## src/rtl/icache_pkg.sv

```systemverilog
// Shared types, default sizes and width helpers for the set-associative instruction cache.
package icache_pkg;

    typedef enum logic [1:0] {
        IDLE     = 2'd0,
        MEM_READ = 2'd1,
        FILL     = 2'd2
    } state_e;

    localparam int DEF_ADDR_W     = 32;
    localparam int DEF_NUM_SETS   = 8;
    localparam int DEF_NUM_WAYS   = 2;
    localparam int DEF_LINE_WORDS = 4;

    // Index width that never collapses to zero, so a 1-way cache still has a legal vector.
    function automatic int clog2_min1(input int n);
        return (n > 1) ? $clog2(n) : 1;
    endfunction

    function automatic int off_w(input int line_words);
        return $clog2(line_words) + 2;
    endfunction

endpackage

```

## src/rtl/icache_victim_sel.sv

```systemverilog
// Victim choice for one set: lowest invalid way if any, otherwise the round-robin pointer.
module icache_victim_sel
    import icache_pkg::*;
#(
    parameter int NUM_WAYS = DEF_NUM_WAYS,
    parameter int WAY_W    = clog2_min1(NUM_WAYS)
) (
    input  logic [NUM_WAYS-1:0] valid_i,
    input  logic [WAY_W-1:0]    ptr_i,
    output logic [WAY_W-1:0]    victim_o,
    output logic                from_ptr_o
);

    // Scan from the top so the lowest invalid way is the one left standing.
    always_comb begin
        victim_o   = ptr_i;
        from_ptr_o = 1'b1;
        for (int w = NUM_WAYS - 1; w >= 0; w--) begin
            if (!valid_i[w]) begin
                victim_o   = WAY_W'(w);
                from_ptr_o = 1'b0;
            end
        end
    end

endmodule

```

## src/rtl/icache_assoc.sv

```systemverilog
// Set-associative read-only instruction cache with a registered IDLE/MEM_READ/FILL miss FSM.
// Define ICACHE_FLUSH_EN to add the flush input (fence.i invalidate-all).
module icache_assoc
    import icache_pkg::*;
#(
    parameter int ADDR_W     = DEF_ADDR_W,
    parameter int NUM_SETS   = DEF_NUM_SETS,
    parameter int NUM_WAYS   = DEF_NUM_WAYS,
    parameter int LINE_WORDS = DEF_LINE_WORDS
) (
    input  logic                                  clock,
    input  logic                                  reset,
    input  logic                                  read,
    input  logic [ADDR_W-1:0]                     address,
    output logic [31:0]                           readdata,
    output logic                                  busywait,
    output logic                                  mem_read,
    output logic [ADDR_W-off_w(LINE_WORDS)-1:0]   mem_address,
    input  logic [32*LINE_WORDS-1:0]              mem_readdata,
    input  logic                                  mem_busywait
`ifdef ICACHE_FLUSH_EN
    ,
    input  logic                                  flush
`endif
);

    localparam int OFF_W  = off_w(LINE_WORDS);
    localparam int IDX_W  = $clog2(NUM_SETS);
    localparam int TAG_W  = ADDR_W - IDX_W - OFF_W;
    localparam int LINE_W = 32 * LINE_WORDS;
    localparam int WORD_W = $clog2(LINE_WORDS);
    localparam int WAY_W  = clog2_min1(NUM_WAYS);

    state_e              state_q, state_d;
    logic [NUM_WAYS-1:0] valid_q [NUM_SETS];
    logic [WAY_W-1:0]    ptr_q   [NUM_SETS];
    logic [TAG_W-1:0]    tag_q   [NUM_SETS][NUM_WAYS];
    logic [LINE_W-1:0]   data_q  [NUM_SETS][NUM_WAYS];
    logic [TAG_W-1:0]    miss_tag_q;
    logic [IDX_W-1:0]    miss_idx_q;
    logic [WAY_W-1:0]    miss_way_q;
    logic                miss_from_ptr_q;
    logic [LINE_W-1:0]   fill_line_q;
    logic [31:0]         readdata_q;
    logic                flush_pend_q;

    logic [TAG_W-1:0]  tag_a;
    logic [IDX_W-1:0]  idx_a;
    logic [WORD_W-1:0] word_a;
    logic              hit;
    logic [WAY_W-1:0]  hit_way;
    logic [31:0]       hit_word;
    logic [WAY_W-1:0]  victim;
    logic              victim_from_ptr;
    logic [WAY_W-1:0]  ptr_fill;
    logic              flush_in;
    logic              do_flush;
    logic              unused_addr_bits;

    assign tag_a            = address[ADDR_W-1 -: TAG_W];
    assign idx_a            = address[OFF_W +: IDX_W];
    assign word_a           = address[2 +: WORD_W];
    assign unused_addr_bits = ^address[1:0];

`ifdef ICACHE_FLUSH_EN
    assign flush_in = flush;
`else
    assign flush_in = 1'b0;
`endif

    // A flush seen mid-miss is held until the fill lands, so the new line is dropped too.
    assign do_flush = (state_q == IDLE) && (flush_in || flush_pend_q);

    always_comb begin
        hit     = 1'b0;
        hit_way = '0;
        for (int w = 0; w < NUM_WAYS; w++) begin
            if (valid_q[idx_a][w] && (tag_q[idx_a][w] == tag_a)) begin
                hit     = 1'b1;
                hit_way = WAY_W'(w);
            end
        end
    end

    assign hit_word = data_q[idx_a][hit_way][{word_a, 5'd0} +: 32];
    assign ptr_fill = (NUM_WAYS > 1) ? ptr_q[miss_idx_q] + WAY_W'(1) : '0;

    icache_victim_sel #(
        .NUM_WAYS (NUM_WAYS),
        .WAY_W    (WAY_W)
    ) u_victim_sel (
        .valid_i    (valid_q[idx_a]),
        .ptr_i      (ptr_q[idx_a]),
        .victim_o   (victim),
        .from_ptr_o (victim_from_ptr)
    );

    always_ff @(posedge clock or posedge reset) begin
        if (reset) state_q <= IDLE;
        else       state_q <= state_d;
    end

    always_comb begin
        state_d = state_q;
        case (state_q)
            IDLE:     if (!do_flush && read && !hit) state_d = MEM_READ;
            MEM_READ: if (!mem_busywait) state_d = FILL;
            FILL:     state_d = IDLE;
            default:  state_d = IDLE;
        endcase
    end

    always_comb begin
        busywait = 1'b1;
        readdata = readdata_q;
        mem_read = (state_q == MEM_READ);
        if (state_q == IDLE) begin
            busywait = do_flush || (read && !hit);
            if (!do_flush && read && hit) readdata = hit_word;
        end
    end

    assign mem_address = {miss_tag_q, miss_idx_q};

    always_ff @(posedge clock or posedge reset) begin
        if (reset) begin
            for (int s = 0; s < NUM_SETS; s++) begin
                valid_q[s] <= '0;
                ptr_q[s]   <= '0;
            end
            miss_tag_q      <= '0;
            miss_idx_q      <= '0;
            miss_way_q      <= '0;
            miss_from_ptr_q <= 1'b0;
            readdata_q      <= '0;
            flush_pend_q    <= 1'b0;
        end else begin
            if (state_q == IDLE && !do_flush && read && hit) readdata_q <= hit_word;
            if (state_q == IDLE && state_d == MEM_READ) begin
                miss_tag_q      <= tag_a;
                miss_idx_q      <= idx_a;
                miss_way_q      <= victim;
                miss_from_ptr_q <= victim_from_ptr;
            end
            if (state_q == FILL) begin
                valid_q[miss_idx_q][miss_way_q] <= 1'b1;
                if (miss_from_ptr_q) ptr_q[miss_idx_q] <= ptr_fill;
            end
            if (state_q != IDLE && flush_in) flush_pend_q <= 1'b1;
            else if (do_flush)               flush_pend_q <= 1'b0;
            if (do_flush) begin
                for (int s = 0; s < NUM_SETS; s++) begin
                    valid_q[s] <= '0;
                    ptr_q[s]   <= '0;
                end
            end
        end
    end

    // Tag and data arrays carry no reset; valid bits alone decide what is live.
    always_ff @(posedge clock) begin
        if (state_q == MEM_READ && !mem_busywait) fill_line_q <= mem_readdata;
        if (state_q == FILL) begin
            data_q[miss_idx_q][miss_way_q] <= fill_line_q;
            tag_q[miss_idx_q][miss_way_q]  <= miss_tag_q;
        end
    end

endmodule

```

## config.mk

```make
export PLATFORM = sky130hd
export DESIGN_NAME = icache_assoc
export DESIGN_NICKNAME = d
export VERILOG_FILES = /design/src/rtl/icache_pkg.sv /design/src/rtl/icache_victim_sel.sv /design/src/rtl/icache_assoc.sv
export SDC_FILE = /design/constraint.sdc
export NUM_CORES = 2
export LEC_CHECK = 0
export BUFFER_PORTS_ARGS = -buffer_cell sky130_fd_sc_hd__clkbuf_2
export CAP_MARGIN = 20
export CELL_PAD_IN_SITES_DETAIL_PLACEMENT = 2
export CELL_PAD_IN_SITES_GLOBAL_PLACEMENT = 2
export CORE_ASPECT_RATIO = 0.6
export CORE_MARGIN = 2
export CORE_UTILIZATION = 55
export DETAILED_ROUTE_END_ITERATION = 7
export PLACE_DENSITY = 0.82
export SYNTH_ARGS = -nofsm -noshare
export SYNTH_HDL_FRONTEND = slang
export SYNTH_SLANG_ARGS = --single-unit
export TNS_END_PERCENT = 20
```

## constraint.sdc

```tcl
create_clock -name clock -period 17.05 [get_ports clock]
set_clock_uncertainty 0.1 [all_clocks]
set_input_delay 0 -clock clock [delete_from_list [all_inputs] [get_ports clock]]
set_output_delay 0 -clock clock [all_outputs]
set_load 0.02 [all_outputs]
```

==> flow_summary_export.csv, run 1 <==
group,metric,value,unit
status,status,"aborted with a tool error",
status,lastStage,"3_5_place_dp",
status,error_message,"[ERROR DPL-0033] detailed placement checks failed during check placement.",
yosys,ys_seq_area_share,78.7,%
yosys,ys_warn_count,0,
yosys,syn_inst,4292,
yosys,ys.flop_type,"edfxtp_1",
die,die_y,336,um
die,die_x,557,um
placed_design,dp_hpwl,215000,um
yosys,netlist_area,101000,um^2
die,io_pins,226,
yosys,synth_cell_type_count,55,
placed_design,gp_congestion,0.780,
yosys,syn_area_per_cell,23.5,um^2
placed_design,io_buffers,223,
yosys,synth_edf_count,2576,
die,row_count,121,
yosys,async_flop_share,3.30,%
die,start_util,55.5,%
yosys,ys_ff_latch,2664,
yosys,syn_nets,4456,
[synth_stat cells (all sizes together) (27+ instances only)]
cell type / instances / area share, %
edfxtp: 2576 / 77
mux4: 704 / 16
nand2: 146 / 0.54
buf: 144 / 0.80
mux2i: 102 / 1.0
o21ai: 99 / 0.49
dfrtp: 88 / 2.2
nor2: 73 / 0.27
clkbuf: 70 / 0.26
mux2: 46 / 0.51
a21oi: 41 / 0.20
a21boi: 34 / 0.27
a22oi: 27 / 0.20
[cells by family after synthesis]
kind of cell / count (synthesis) / share of synthesized area, %
DFF: 2664 / 78.7
muxes: 852 / 17.2
and+or+nand+nor: 290 / 1.29
AOI/OAI and AO/OA: 237 / 1.43
buffers and inverters: 217 / 1.07
xor gates and xnor gates: 32 / 0.277
[through the flow]
step | std cells | cell area [um^2] | setup slack (ns) | hold slack (ns)
after global placement | 6851 | 105000 | 10.31 | 0.0540
after floorplan | 4292 | 101000 | 8.72 | -0.0344
==> run 2, diff against run 1 <==
- CELL_PAD_IN_SITES_DETAIL_PLACEMENT: 2 -> default
- CELL_PAD_IN_SITES_GLOBAL_PLACEMENT: 2 -> default
- CORE_ASPECT_RATIO: 0.6 -> default
- CORE_UTILIZATION: 55 -> 40
- PLACE_DENSITY: 0.82 -> default
- PLACE_DENSITY_LB_ADDON: default -> 0.15
==> flow_summary_export.csv, run 2 <==
group,metric,value,unit
critical_path,crit_fanout,64,
sta,whs,0.0733,ns
pwr,combPwrFrac,6.5,%
yosys,synth_commonest_cells,"edfxtp_1 (2576), mux4_2 (703), nand2_1 (146)",
clock_network,numClockSinks,2664,
die,die_x,507,um
drt,drtIter0Drc,4296,
placed_design,dpl-instance-area,106000,um^2
grt,grt_use_met1,28.3,%
final_layout,largest_register_ffs,2048,
placed_design,dp_hpwl,138000,um
grt,grt_start_max_net_pins,131,
drt,firstDrtPassIters,7,
yosys,ys_warn_count,0,
yosys,synth_top_cell_by_area,"edfxtp_1",
die,io_pins,226,
yosys,ys_ff_latch,2664,
pwr,total_power,14800,uW
final_layout,final_cell_mix,"edfxtp_1 (2576), mux4_2 (703), dlygate4sd3_1 (314), clkbuf_16 (305), clkbuf_2 (218)",
yosys,synth_edf_count,2576,
sta,fin_crit,7.15,ns
sta,finalSetupViolCount,0,
pwr,p_sw,3360,uW
pwr,power.density,125,nW/um^2
yosys,async_flop_share,3.30,%
critical_path,cp-endpoint,"readdata[24]",
final_layout,layout-drive-gt1-share,28.9,%
critical_path,cp.arrival,7.05,ns
placed_design,place_inst,7748,
grt,grtUsageMet2,33.0,%
critical_path,worstSetupStartpoint,"address[4]",
placed_design,io_buffers,223,
final_layout,top_regs,"data_q x2048, tag_q x400, fill_line_q x128",
pwr,p_int,11500,uW
sta,setup_tns,0,ns
drt,ant_nets,0,
clock_network,htreeDepth,5,
grt,grt_use_met3,2.69,%
final_layout,fin_cells,8577,
pwr,clkPwrFrac,40.0,%
pwr,p_seq_share,53.5,%
sta,tightest_slew,1.16,ns
clock_network,post_cts_buffers,0,
pwr,ir_drop,0.107,mV
final_layout,fill_cells,20900,
yosys,synth_cell_type_count,55,
drt,wl_per_cell,30.0,um
die,die_y,507,um
critical_path,cp_data_required_time,16.95,ns
sta,max_freq,140,MHz
yosys,yosys.area.top_type_share,76.5,%
die,start_util,40.2,%
clock_network,cts_buffers,301,
critical_path,r2r_end,"data_q[3][78]$_DFFE_PP_",
yosys,ys_seq_area_share,78.7,%
yosys,yosysMostFrequentCell,"edfxtp_1",
drt,drcViolationCount,0,
die,row_count,184,
clock_network,tritoncts,"done",
clock_network,clk_pin_slew,0.06,ns
clock_network,clkLatencyLatePin,0.90,ns
final_layout,final_area,118000,um^2
final_layout,top_register,"data_q",
final_layout,layout_commonest_cell,"edfxtp_1",
die,core-area,251000,um^2
critical_path,r2r_setup_slack,11.72,ns
sta,slew_viol_final,0,
clock_network,cts_buffer_depth,4,
grt,grt_pass1_wl,368000,um
clock_network,cts_root_buf,"clkbuf_16",
grt,antenna_found_initial,14,
yosys,syn_inst,4292,
run,cap_violations,0,
min_path,hp-class,"input port to flop",
sta,post-route-period-util,41.9,%
sta,rsz0062_at_grt,"no",
sta,slew-limit-headroom,23.0,%
critical_path,start_kind,"input port",
final_layout,syn2layout_area_growth,17.2,%
critical_path,worstRegToRegCells,6,
critical_path,endpoint_kind,"output port",
grt,track_usage,20.0,%
drt,drt-total-wl,257000,um
pwr,p_leak,0.0380,uW
die,dieArea,257000,um^2
placed_design,gp_congestion,0.739,
final_layout,nNetsFinal,5182,
yosys,syn_nets,4456,
yosys,ys.flop_type,"edfxtp_1",
grt,grt_overflow,0,
sta,hold_viol_final,0,
yosys,syn_area_per_cell,23.5,um^2
yosys,netlist_area,101000,um^2
grt,grt_pass1_vias,49400,
clock_network,cts_hold_buf,314,
clock_network,post_cts_resized,0,
status,status,"completed",
pwr,swShare,22.6,%
drt,viasPerCell,5.56,
critical_path,crit_type,"input port to output port",
drt,via_count,47700,
critical_path,rr_startpoint,"state_q[1]$_DFF_PP0_",
yosys,ys_top_cells_by_area,"edfxtp_1 (77%), mux4_2 (16%), dfrtp_1 (2.2%)",
grt,busiest_layer,"met2",
[run 2: logic make-up (layout without fill, tap and decap cells)]
logic type             count (synthesis)  after routing  share of synthesized area, %
buffers and inverters                217           1144                          1.07
AO/OA/AOI/OAI                        237            237                          1.43
flip-flops                          2664           2664                          78.7
other                                  0             10                             0
multiplexers                         852            852                          17.2
AND/OR/NAND/NOR                      290            290                          1.29
XOR/XNOR                              32             32                         0.277
[run 2: critical path, cell delays in order]
cell and delay (ns):
dlygate4sd3_1 0.57, buf_8 0.45, buf_4 0.71, buf_4 0.85
buf_4 0.39, buf_16 0.32, mux4_2 0.56, mux2i_1 0.22
xor2_1 0.21, nand4_1 0.20, nor4_2 0.65, inv_2 0.06
a21o_4 0.45, o21ai_0 0.77, clkbuf_2 0.31
[run 2: cell type report]
cell class                 instances  area, um^2  area share, %
sequential                      2664       79600           67.2
multi-input combinational       1411       20600           17.4
clock buffer                     387        8090           6.83
timing repair buffer             637        5180           4.38
tap                             3348        4190           3.54
clock inverter                   117         795          0.671
antenna                           10        25.0         0.0211
inverter                           3        18.8         0.0158
[run 2: metrics by stage]
stage	util [%]	worst slack [ns]
2_1_floorplan	-	8.72
3_3_place_gp	42.3	9.96
3_5_place_dp	42.3	9.94
4_1_cts	47.1	9.30
5_1_grt	47.1	9.36
6_report	47.1	9.90
[run 2: how the worst min path moves through the flow]
stage,from,to,slack [ns],cells past startpoint
global route,address[5],miss_from_ptr_q$_DFFE_PP0P_,0.07,5
global placement,reset,miss_tag_q[19]$_DFFE_PP0P_,0.03,2
floorplan,mem_busywait,state_q[1]$_DFF_PP0_,-0.03,1
detailed placement,reset,miss_tag_q[19]$_DFFE_PP0P_,0.04,2
CTS,address[5],miss_from_ptr_q$_DFFE_PP0P_,0.01,5
finish,address[6],miss_idx_q[2]$_DFFE_PP0P_,0.07,3
[run 2: metal layers]
metal	vias up	part of all wire, %
met4	0	2.3
met5	-	0
li1	19700	-
met3	352	4.5
met1	26400	44
met2	1239	49
[run 2: power by group through the flow]
stage | clock network (uW) | logic (uW) | registers (uW)
4_1_cts | 6070 | 989 | 7940
3_5_place_dp | 0 | 930 | 8070
5_1_grt | 6320 | 1020 | 7980
2_1_floorplan | 0 | 520 | 8000
3_3_place_gp | 0 | 927 | 8040
6_report | 5930 | 962 | 7930
No activity file was read; power rests on OpenSTA's default activity.
